### src/rtl/multdiv_pkg.sv
// Shared definitions for the multdiv sequencer: state encoding, default watchdog limit
// and the nominal multdiv latencies.
package multdiv_pkg;

  typedef enum logic [1:0] {
    StIdle  = 2'd0,
    StStart = 2'd1,
    StWait  = 2'd2,
    StDone  = 2'd3
  } md_state_e;

  localparam int unsigned TIMEOUT_DEFAULT = 48;
  localparam int unsigned MULT_LATENCY    = 17;
  localparam int unsigned DIV_LATENCY     = 34;

  // Counter width able to hold Timeout-1; never narrower than one bit.
  function automatic int unsigned wdog_width(input int unsigned timeout);
    return (timeout <= 2) ? 1 : $clog2(timeout);
  endfunction

endpackage

### src/rtl/watchdog_counter.sv
// Clear/enable up-counter whose terminal-count flag marks the last permitted WAIT cycle.
module watchdog_counter
  import multdiv_pkg::*;
#(
  parameter int unsigned Timeout = TIMEOUT_DEFAULT,
  parameter int unsigned CntW    = wdog_width(Timeout)
) (
  input  logic clk_i,
  input  logic rst_i,
  input  logic clr_i,
  input  logic en_i,
  output logic tc_o
);

  logic [CntW-1:0] count_q, count_d;

  always_comb begin
    count_d = count_q;
    if (clr_i) begin
      count_d = '0;
    end else if (en_i) begin
      count_d = count_q + 1'b1;
    end
  end

  always_ff @(posedge clk_i) begin
    if (rst_i) begin
      count_q <= '0;
    end else begin
      count_q <= count_d;
    end
  end

  assign tc_o = (count_q == CntW'(Timeout - 1));

endmodule

### src/rtl/multdiv_ctrl.sv
// Sequencer between the pipeline and the multi-cycle multdiv unit: latches operands, pulses
// the start strobe, waits for ready under a watchdog and hands the result to writeback.
module multdiv_ctrl
  import multdiv_pkg::*;
#(
  parameter int unsigned DATA_W  = 32,
  parameter int unsigned REG_W   = 5,
  parameter int unsigned TIMEOUT = TIMEOUT_DEFAULT
) (
  input  logic              clock,
  input  logic              reset,
  input  logic              flush,
  input  logic              issue_valid,
  output logic              issue_ready,
  input  logic              issue_is_div,
  input  logic [DATA_W-1:0] issue_a,
  input  logic [DATA_W-1:0] issue_b,
  input  logic [REG_W-1:0]  issue_rd,
  output logic [DATA_W-1:0] md_operandA,
  output logic [DATA_W-1:0] md_operandB,
  output logic              md_ctrl_MULT,
  output logic              md_ctrl_DIV,
  input  logic [DATA_W-1:0] md_result,
  input  logic              md_exception,
  input  logic              md_resultRDY,
  output logic              busy,
  output logic              wb_valid,
  input  logic              wb_ready,
  output logic [REG_W-1:0]  wb_rd,
  output logic [DATA_W-1:0] wb_data,
  output logic              wb_exception,
  output logic              wb_timeout
);

  md_state_e         state_q, state_d;
  logic [DATA_W-1:0] op_a_q, op_a_d;
  logic [DATA_W-1:0] op_b_q, op_b_d;
  logic [REG_W-1:0]  rd_q, rd_d;
  logic              is_div_q, is_div_d;
  logic [DATA_W-1:0] wb_data_q, wb_data_d;
  logic [REG_W-1:0]  wb_rd_q, wb_rd_d;
  logic              wb_exc_q, wb_exc_d;
  logic              wb_to_q, wb_to_d;
  logic              wdog_clr, wdog_en, wdog_tc;

  watchdog_counter #(
    .Timeout(TIMEOUT)
  ) u_watchdog (
    .clk_i(clock),
    .rst_i(reset),
    .clr_i(wdog_clr),
    .en_i (wdog_en),
    .tc_o (wdog_tc)
  );

  always_comb begin
    state_d      = state_q;
    op_a_d       = op_a_q;
    op_b_d       = op_b_q;
    rd_d         = rd_q;
    is_div_d     = is_div_q;
    wb_data_d    = wb_data_q;
    wb_rd_d      = wb_rd_q;
    wb_exc_d     = wb_exc_q;
    wb_to_d      = wb_to_q;
    issue_ready  = 1'b0;
    md_ctrl_MULT = 1'b0;
    md_ctrl_DIV  = 1'b0;
    wdog_clr     = 1'b0;
    wdog_en      = 1'b0;

    unique case (state_q)
      StIdle: begin
        issue_ready = 1'b1;
        // Late ready pulses from flushed or reset operations are ignored here.
        if (issue_valid && !flush) begin
          op_a_d   = issue_a;
          op_b_d   = issue_b;
          rd_d     = issue_rd;
          is_div_d = issue_is_div;
          state_d  = StStart;
        end
      end
      StStart: begin
        md_ctrl_DIV  = is_div_q;
        md_ctrl_MULT = !is_div_q;
        wdog_clr     = 1'b1;
        state_d      = flush ? StIdle : StWait;
      end
      StWait: begin
        wdog_en = 1'b1;
        if (flush) begin
          state_d = StIdle;
        end else if (md_resultRDY) begin
          wb_data_d = md_result;
          wb_exc_d  = md_exception;
          wb_to_d   = 1'b0;
          wb_rd_d   = rd_q;
          state_d   = StDone;
        end else if (wdog_tc) begin
          wb_data_d = '0;
          wb_exc_d  = 1'b1;
          wb_to_d   = 1'b1;
          wb_rd_d   = rd_q;
          state_d   = StDone;
        end
      end
      StDone: begin
        if (flush || wb_ready) begin
          state_d = StIdle;
        end
      end
      default: state_d = StIdle;
    endcase
  end

  always_ff @(posedge clock) begin
    if (reset) begin
      state_q   <= StIdle;
      op_a_q    <= '0;
      op_b_q    <= '0;
      rd_q      <= '0;
      is_div_q  <= 1'b0;
      wb_data_q <= '0;
      wb_rd_q   <= '0;
      wb_exc_q  <= 1'b0;
      wb_to_q   <= 1'b0;
    end else begin
      state_q   <= state_d;
      op_a_q    <= op_a_d;
      op_b_q    <= op_b_d;
      rd_q      <= rd_d;
      is_div_q  <= is_div_d;
      wb_data_q <= wb_data_d;
      wb_rd_q   <= wb_rd_d;
      wb_exc_q  <= wb_exc_d;
      wb_to_q   <= wb_to_d;
    end
  end

  assign md_operandA  = op_a_q;
  assign md_operandB  = op_b_q;
  assign busy         = (state_q != StIdle) || (issue_valid && !flush);
  assign wb_valid     = (state_q == StDone);
  assign wb_rd        = wb_rd_q;
  assign wb_data      = wb_data_q;
  assign wb_exception = wb_exc_q;
  assign wb_timeout   = wb_to_q;

endmodule

### config.mk
export PLATFORM = sky130hd
export DESIGN_NAME = multdiv_ctrl
export DESIGN_NICKNAME = d
export VERILOG_FILES = /design/src/rtl/multdiv_pkg.sv /design/src/rtl/watchdog_counter.sv /design/src/rtl/multdiv_ctrl.sv
export SDC_FILE = /design/constraint.sdc
export NUM_CORES = 1
export LEC_CHECK = 0
export ABC_AREA = 1
export BUFFER_PORTS_ARGS = -buffer_cell sky130_fd_sc_hd__buf_2
export CAP_MARGIN = 20
export CORE_UTILIZATION = 46
export DETAILED_ROUTE_END_ITERATION = 10
export PLACE_DENSITY_LB_ADDON = 0.15
export SYNTH_ARGS = -nofsm -noshare
export SYNTH_HDL_FRONTEND = slang
export SYNTH_HIERARCHICAL = 1
export SYNTH_SLANG_ARGS = --single-unit
### constraint.sdc
create_clock -name clock -period 2.4 [get_ports clock]
set_input_delay 0.24 -clock clock [delete_from_list [all_inputs] [get_ports clock]]
set_output_delay 0.24 -clock clock [all_outputs]
set_load 0.02 [all_outputs]
==> results of run 1 <==
## synth_stat cells (all sizes together)
cell      n  area [µm²]
nand2   124         470
dfxtp   117        2340
a21oi   109         546
nand3   105         526
nor2     32         135
buf      30         169
inv      15        56.3
clkbuf   14        52.6
o21ai    10        50.1
ha        1        12.5
nor3      1        5.00
nor3b     1        7.51
nor4b     1        8.76
## registers in the layout (all words and copies together) (netlist names)
signal / flops
state_q: 2
wb_exception: 1
rd_q: 5
wb_rd: 5
md_operandA: 32
wb_data: 32
md_operandB: 32
is_div_q: 1
u_watchdog/count_q: 6
wb_timeout: 1
## area by class of cell
| cell class | count | share of cell area |
|---|---|---|
| Clock buffer | 18 | 0.0606 |
| Clock inverter | 14 | 0.0189 |
| Inverter | 15 | 0.00817 |
| Multi-Input combinational cell | 384 | 0.257 |
| Sequential cell | 117 | 0.340 |
| Tap cell | 129 | 0.0234 |
| Timing Repair Buffer | 310 | 0.292 |
## repair_timing
| action | CTS | global route |
|---|---|---|
| buffers inserted | 0 | 0 |
| hold buffers | 85 | 0 |
| hold endpoints to repair | 85 | 0 |
## final timing paths
| path | from | to | slack (ns) | depth (start not counted) |
|---|---|---|---|---|
| worst max-delay path | u_watchdog/count_q[0] | wb_rd[3] | 0.40 | 10 |
| worst min-delay path | issue_b[25] | md_operandB[25] | 0.01 | 3 |
| worst max register to register | u_watchdog/count_q[0] | wb_rd[3] | 0.40 | 10 |
| worst min register to register | md_operandA[13] | md_operandA[13] | 0.46 | 2 |
## per-stage QoR
step           instance area (µm²)  utilization
2_1_floorplan                 4380            -
3_3_place_gp                  5490        0.595
3_5_place_dp                  5490        0.595
4_1_cts                       6890        0.746
5_1_grt                       6890        0.746
6_report                      6890        0.746
## worst register-to-register path: cells and delay by family (launching register included)
kind	cells	cell delay (ns)
DFF	1	0.39
adders and majority gates	1	0.19
and+or+nand+nor	7	0.92
buffers and inverters	2	0.43
## power by group
| group | switching (µW) | internal (µW) |
|---|---|---|
| Clock | 914 | 1380 |
| Combinational | 735 | 423 |
| Sequential | 80.8 | 2080 |
## cell usage in the layout (no fill, tap or decap), types with 2 or more instances in the layout
cell type / instances
clkinvlp_4: 5
nand2_1: 121
clkinv_2: 2
inv_2: 2
dfxtp_1: 117
o21ai_0: 10
nor2_2: 3
inv_6: 3
nor2_4: 2
nand2_2: 3
clkbuf_16: 16
a21oi_1: 109
buf_4: 9
dlygate4sd3_1: 85
clkinv_4: 3
nor2_1: 27
buf_2: 215
inv_1: 13
nand3_1: 105
## logic make-up after synthesis
logic type               after synthesis  share of synthesized area
AND/OR/NAND/NOR                      264                      0.263
AO/OA/AOI/OAI                        119                      0.136
flip-flops                           117                      0.535
buffers and inverters                 59                     0.0634
adder cells (fa/ha/maj)                1                    0.00286
## metal layers
metal / share of wire / vias to the layer above / wire [µm]
li1: - / 2446 / -
met1: 0.40 / 2308 / 5450
met2: 0.50 / 209 / 6700
met3: 0.068 / 44 / 924
met4: 0.032 / 0 / 431
met5: 0 / - / 0
==> reports/results.ini, run 1 <==
[detailed_routing]
initialDrtViolationCount=217
dr.pass1.iters=5
drt-total-wl_um=13500
routedWlPerCell_um=13.7
vias_per_cell=5.07
drc=0
num_vias=5007
ant_nets=0

[floorplanning]
die_width_um=99.6
die_y_um=99.6
start_util=0.474
die_area_um2=9920
io_pins=217
rows=35
core_um2=9240

[placed_design]
post-place-ws_ns=0.394
gp_congestion=0.846
placed_cells=870
place_hpwl_um=7870
io_buffers=216

[yosys]
ys_ff_latch=117
synth.distinct_cells=20
seq_area_frac_synth=0.535
synth_fp_nets=670
syn_area_um2=4380
yosys_warnings=6
syn_area_per_cell_um2=7.82
synthCells=560

[setup_path]
required_ns=2.84
crit_buf_inv=2
path_class=flip-flop to flip-flop
cp-start-kind=flip-flop
path_max_fanout=39
cp_slowest_stage_delay_ns=0.39
cpMostUsedCell=nor2_1
arrival_ns=2.44
crit_slowest_cell=dfxtp_1
path_cells=ha_1 > nand2_1 > nor4b_1 > nor2_1 > nor2_1 > nand2_2 > buf_4 > inv_1 > nor2_1 > nor2_1
crit_family=simple AND/OR/NAND/NOR gates
cp-end-kind=flip-flop

[timing]
worst_pin_slew_ns=0.695
hold_viol=0
fin_hold_ws_ns=0.0116
skew_ns=0.0110
rsz0062_at_grt=false
timing.fmax_mhz=499
slew_headroom=0.537
setup_viol=0
fin_crit_sh=0.835
final.setup.worst_slack_ns=0.396
period_needed_ns=2.00
fin_setup_tns_ns=0
slew_viol_final=0

[global_route]
antenna_found_initial=0
track_usage=0.273
grt_pass1_vias=4734
overflow=0
grtUsageMet1=0.310
busiest_layer=met2
gr-usage-met3=0.0885
grt_pass1_wl_um=21600
grt_max_degree=70
met2_usage=0.464

[clock_tree]
cts_tree=built
clock_path_buffers=2
clock_sink_count=117
cts_root_buf=clkbuf_8
htreeDepth=4
cts_made_buffers=17
clk_latency_ns=0.51
cts_resized=0
clkTransAtPathRegs_ns=0.06

[flow_run]
maxCapViolations=0

[finish]
final_nets=955
area_growth_pct=57.4
instances_no_fill=987
multi_input_area_um2=1770
seq_area_um2=2340
drive_gt1_frac=0.310
diodes=0
fillers=701

[power]
total_power_uw=5610
vdd_ir_drop_max_mv=0.535
power.density_nw_per_um2=815
leakage_uw=0.00310

[status]
outcome=finished clean

[worst_hold_path]
hold_path_class=input port to flip-flop

Power figures use the tool's default switching activity.
==> run 2: changes to the inputs <==
--- a/config.mk
+++ b/config.mk
@@ -8,7 +8,7 @@
 export ABC_AREA = 1
 export BUFFER_PORTS_ARGS = -buffer_cell sky130_fd_sc_hd__buf_2
 export CAP_MARGIN = 20
-export CORE_UTILIZATION = 46
+export CORE_UTILIZATION = 41
 export DETAILED_ROUTE_END_ITERATION = 10
 export PLACE_DENSITY_LB_ADDON = 0.15
 export SYNTH_ARGS = -nofsm -noshare
==> constraint.sdc (replaced) <==
create_clock -name clock -period 1.65 [get_ports clock]
set_input_delay 0.165 -clock clock [delete_from_list [all_inputs] [get_ports clock]]
set_output_delay 0.165 -clock clock [all_outputs]
set_load 0.02 [all_outputs]
==> reports/results.ini, run 2 (same netlist as run 1, synthesis figures left out) <==
[placed_design]
gp_congestion=0.785  ; -7.2%
place_hpwl_um=8490  ; +7.9%
io_buffers=216  ; unchanged
post-place-ws_ns=-0.0700  ; -0.464 ns

[floorplanning]
io_pins=217  ; unchanged
die_width_um=105  ; +5.8%
start_util=0.424  ; -0.0498
die_y_um=105  ; +5.8%
rows=37  ; +5.7%
core_um2=10300  ; +12%
die_area_um2=11100  ; +12%

[setup_path]
cpMostUsedCell=nand2_4
path_class=flip-flop to flip-flop
required_ns=2.03  ; -0.81 ns
arrival_ns=2.02  ; -0.42 ns
path_cells=ha_4 > nand2_4 > nor4b_4 > nor2_2 > nor2_4 > nand2_8 > clkbuf_16 > nand2_4 > a21oi_1
rr_startpoint=u_watchdog/count_q[0]
cp-end-kind=flip-flop
cp_slowest_stage_delay_ns=0.35  ; -0.04 ns
crit_family=simple AND/OR/NAND/NOR gates
timing.rr.end=wb_data[15]
path_max_fanout=8  ; -79%
regToRegSetupSlack_ns=0.009  ; -0.39 ns
cp-start-kind=flip-flop
reg2regPathDepth=9  ; -1
crit_slowest_cell=dfxtp_2
crit_cells=9  ; -1
crit_buf_inv=1  ; -1

[worst_hold_path]
holdPathStages=5  ; +2
hold_path_class=input port to flip-flop
min_from=issue_valid
hold_end=state_q[1]

[finish]
final_util=0.739  ; -0.00691
diodes=0  ; unchanged
final_nets=991  ; +3.8%
area_growth_pct=74.2
layout_common_cells=213 x buf_2, 114 x dfxtp_1, 105 x nand3_1, 104 x dlygate4sd3_1, 96 x a21oi_1
drive_gt1_frac=0.369  ; +0.0591
final_common_cell=buf_2

[clock_tree]
clk_latency_ns=0.51  ; about the same
cts_root_buf=clkbuf_8
clkTransAtPathRegs_ns=0.06  ; about the same
cts_made_buffers=17  ; unchanged
htreeDepth=4  ; unchanged
clock_path_buffers=2  ; unchanged
clock_sink_count=117  ; unchanged
cts_tree=built

[detailed_routing]
routedWlPerCell_um=14.8  ; +7.9%
ant_nets=0  ; unchanged
vias_per_cell=5.08  ; +0.15%
initialDrtViolationCount=315  ; +45%
drc=0  ; unchanged
drt-total-wl_um=15200  ; +13%
num_vias=5233  ; +4.5%
dr.pass1.iters=4  ; -1

[power]
power.density_nw_per_um2=1140  ; +40%
vdd_ir_drop_max_mv=0.636  ; +19%
leakage_uw=0.00338  ; +9.1%

[timing]
final.setup.worst_slack_ns=0.00949  ; -0.387 ns
skew_ns=0.00885  ; -0.00216 ns
worst_pin_slew_ns=0.448  ; -0.246 ns
slew_viol_final=0  ; unchanged
fin_crit_sh=0.994  ; +0.159
hold_viol=0  ; unchanged
rsz0062_at_grt=true
slew_headroom=0.701  ; +0.164
timing.fmax_mhz=610  ; +22%
setup_viol=0  ; unchanged
period_needed_ns=1.64  ; -0.363 ns

[global_route]
grt_pass1_wl_um=23500  ; +9.0%
grt_max_degree=60  ; -14%
track_usage=0.266  ; -0.00755
overflow=0  ; unchanged
antenna_found_initial=0  ; unchanged
grt_pass1_vias=5122  ; +8.2%

[status]
outcome=finished clean

[flow_run]
maxCapViolations=0  ; unchanged

[run 2: where the power goes]
group	total, µW	switching (µW)	internal, µW
combinational	1990	1180	803
clock	3550	1250	2300
sequential	3170	134	3040
total	8710	2570	6140
[run 2: cell type report]
class | instances | area [µm²]
Multi-Input combinational cell | 385 | 2020
Clock buffer | 24 | 480
Sequential cell | 117 | 2350
Fill cell | 737 | 2690
Inverter | 15 | 56.3
Timing Repair Buffer | 345 | 2450
Tap cell | 136 | 170
Clock inverter | 8 | 97.6
[run 2: worst reg2reg max path, cell delays in order (launching register included)]
cell and delay (ns):
dfxtp_2 0.35, ha_4 0.15, nand2_4 0.06, nor4b_4 0.25, nor2_2 0.09, nor2_4 0.17
nand2_8 0.13, clkbuf_16 0.20, nand2_4 0.05, a21oi_1 0.07
[run 2: metrics by stage]
stage / area (µm²) / std cells / hold slack, ns / power (µW) / TNS (ns)
4_1_cts: 7350 / 1028 / 0.00451 / 8630 / 0
5_1_grt: 7630 / 1030 / 0.0212 / 9090 / -1.01
6_report: 7630 / 1030 / 0.0325 / 8710 / 0
2_1_floorplan: 4390 / 560 / 0.300 / 4220 / 0
3_5_place_dp: 5620 / 884 / 0.402 / 4810 / -1.61
3_3_place_gp: 5620 / 884 / 0.397 / 4780 / 0
[run 2: worst max-delay path by stage]
stage / start / to / slack, ns
final: u_watchdog/count_q[0] / wb_data[15] / 0.009
after global placement: u_watchdog/count_q[0] / wb_data[6] / 0.02
after global routing: u_watchdog/count_q[0] / wb_data[15] / -0.06
after floorplan: u_watchdog/count_q[0] / wb_data[21] / 0.06
after CTS: u_watchdog/count_q[1] / wb_data[11] / 0.04
after detailed placement: u_watchdog/count_q[1] / wb_data[1] / -0.07
[run 2: layer usage]
metal	GRT usage	vias up	share of wire
met1	0.304	2440	0.40
li1	-	2516	-
met5	0	-	0
met4	0.130	0	0.034
met2	0.450	230	0.50
met3	0.0804	47	0.069
[run 2: timing repair]
item	in CTS	in global routing
endpoints found under the hold margin	103	0
buffers inserted	6	0
pin swaps	3	1
endpoints found under the setup margin	35	42
hold buffers	104	0
resized for setup	14	64
cloned	2	2
==> run 3: changes to the inputs <==
--- a/config.mk
+++ b/config.mk
@@ -8,7 +8,7 @@
 export ABC_AREA = 1
 export BUFFER_PORTS_ARGS = -buffer_cell sky130_fd_sc_hd__buf_2
 export CAP_MARGIN = 20
-export CORE_UTILIZATION = 41
+export CORE_UTILIZATION = 46
 export DETAILED_ROUTE_END_ITERATION = 10
 export PLACE_DENSITY_LB_ADDON = 0.15
 export SYNTH_ARGS = -nofsm -noshare
==> constraint.sdc (replaced) <==
create_clock -name clock -period 1.7 [get_ports clock]
set_input_delay 0.17 -clock clock [delete_from_list [all_inputs] [get_ports clock]]
set_output_delay 0.17 -clock clock [all_outputs]
set_load 0.02 [all_outputs]
==> reports/results.ini, run 3 (same netlist as run 1, synthesis figures left out) <==
[setup_path]
cp-start-kind=flip-flop
cp_slowest_stage_delay_ns=0.36  ; about the same
timing.rr.end=wb_data[5]
path_max_fanout=8  ; unchanged
cpMostUsedCell=nand2_4
arrival_ns=2.05  ; +0.03 ns
path_class=flip-flop to flip-flop
crit_slowest_cell=dfxtp_4
path_cells=ha_4 > nand2_4 > nor4b_4 > nor2_2 > nor2_4 > nand2_4 > clkbuf_16 > nand2_2 > a21oi_1
required_ns=2.06  ; +0.03 ns
cp-end-kind=flip-flop
rr_startpoint=u_watchdog/count_q[1]
crit_family=simple AND/OR/NAND/NOR gates
reg2regPathDepth=9  ; unchanged
crit_buf_inv=1  ; unchanged
regToRegSetupSlack_ns=0.009  ; about the same

[clock_tree]
htreeDepth=4  ; unchanged
clk_latency_ns=0.50  ; about the same
cts_tree=built
clock_path_buffers=2  ; unchanged
cts_root_buf=clkbuf_8
clkTransAtPathRegs_ns=0.06  ; about the same
cts_made_buffers=17  ; unchanged
clock_sink_count=117  ; unchanged

[finish]
fillers=602  ; -18%
drive_gt1_frac=0.352  ; -0.0174
area_growth_pct=69.9
final_common_cell=buf_2
multi_input_area_um2=1920  ; -4.9%
final_nets=988  ; -0.30%
layout_common_cells=215 x buf_2, 113 x dfxtp_1, 105 x nand3_1, 104 x nand2_1, 103 x dlygate4sd3_1
seq_area_um2=2350  ; about the same
diodes=0  ; unchanged

[timing]
slew_headroom=0.662  ; -0.0394
setup_viol=0  ; unchanged
final.setup.worst_slack_ns=0.00869  ; -0.000798 ns
slew_viol_final=0  ; unchanged
fin_hold_ws_ns=0.0650  ; +0.0325 ns
period_needed_ns=1.69  ; +0.0508 ns
worst_pin_slew_ns=0.505  ; +0.0572 ns
skew_ns=0.0144  ; +0.00553 ns
timing.fmax_mhz=591  ; -3.0%
fin_crit_sh=0.995  ; about the same
rsz0062_at_grt=true
hold_viol=0  ; unchanged

[placed_design]
io_buffers=216  ; unchanged
place_hpwl_um=8110  ; -4.5%
gp_congestion=0.832  ; +6.0%
post-place-ws_ns=-0.119  ; -0.0486 ns

[global_route]
overflow=0  ; unchanged
track_usage=0.292  ; +0.0261
grt_max_degree=49  ; -18%
antenna_found_initial=0  ; unchanged
grt_pass1_wl_um=23000  ; -2.3%
grt_pass1_vias=4957  ; -3.2%

[worst_hold_path]
min_from=issue_valid
hold_end=state_q[1]
hold_path_class=input port to flip-flop
holdPathStages=5  ; unchanged

[floorplanning]
io_pins=217  ; unchanged
start_util=0.474  ; +0.0498
core_um2=9240  ; -10%
rows=35  ; -5.4%
die_width_um=99.6  ; -5.5%
die_area_um2=9920  ; -11%
die_y_um=99.6  ; -5.5%

[detailed_routing]
drt-total-wl_um=15400  ; +0.99%
drc=0  ; unchanged
initialDrtViolationCount=198  ; -37%
num_vias=5255  ; +0.42%
routedWlPerCell_um=15.1  ; +2.1%
dr.pass1.iters=5  ; +1
vias_per_cell=5.16  ; +1.5%
ant_nets=0  ; unchanged

[power]
vdd_ir_drop_max_mv=0.674  ; +6.0%
leakage_uw=0.00334  ; -1.2%
power.density_nw_per_um2=1130  ; -0.77%
total_power_uw=8430  ; -3.2%

[status]
outcome=finished clean

[flow_run]
maxCapViolations=0  ; unchanged

## run 3: stage by stage
step	area, µm²	setup TNS [ns]	cells	util
3_3_place_gp	5540	0	875	0.600
5_1_grt	7440	-1.21	1019	0.805
4_1_cts	7170	0	1010	0.776
2_1_floorplan	4380	0	560	-
6_report	7440	0	1019	0.805
3_5_place_dp	5540	-3.59	875	0.600
## run 3: where the power goes
part	switching (µW)	leakage, µW	total, µW	internal [µW]
clock network	1180	0.000281	3430	2250
logic	1140	0.00211	1920	785
registers	124	0.000952	3070	2950
total	2450	0.00334	8430	5980
## run 3: layer usage
layer	GRT usage	routed length (µm)
met1	0.341	6060
met2	0.495	7750
met3	0.0808	1080
met4	0.138	473
met5	0	0
## run 3: worst min-delay path: cells and delay by family
family / cells / cell delay (ns)
buffers and inverters: 2 / 0.14
AO/OA/AOI/OAI: 1 / 0.07
AND/OR/NAND/NOR: 2 / 0.14
## run 3: what timing repair did
action / in CTS / in global routing
pin swaps: 1 / 6
setup buffers: 1 / 4
hold buffers: 103 / 0
cloned: 0 / 5
endpoints found under the hold margin: 103 / 0
endpoints found under the setup margin: 39 / 40
gates resized for setup: 5 / 44
## run 3: area by class of cell
cell class,instances,area share
clock buffers,21,0.0590
multi-input cells,385,0.258
repair buffers,342,0.320
inverters,15,0.00757
well taps,129,0.0217
flip-flops and latches,117,0.316
clock inverters,10,0.0177
## run 3: how the worst max path moves through the flow
stage                     slack, ns                   from  depth (start not counted)           end
final                         0.009  u_watchdog/count_q[1]                          9    wb_data[5]
after floorplan                0.04  u_watchdog/count_q[0]                         10   wb_data[21]
after CTS                     0.005             state_q[0]                          4          busy
after global routing          -0.06  u_watchdog/count_q[1]                          9   wb_data[12]
after detailed placement      -0.12  u_watchdog/count_q[1]                          9    wb_data[8]
after global placement        0.001  u_watchdog/count_q[1]                         10  wb_exception
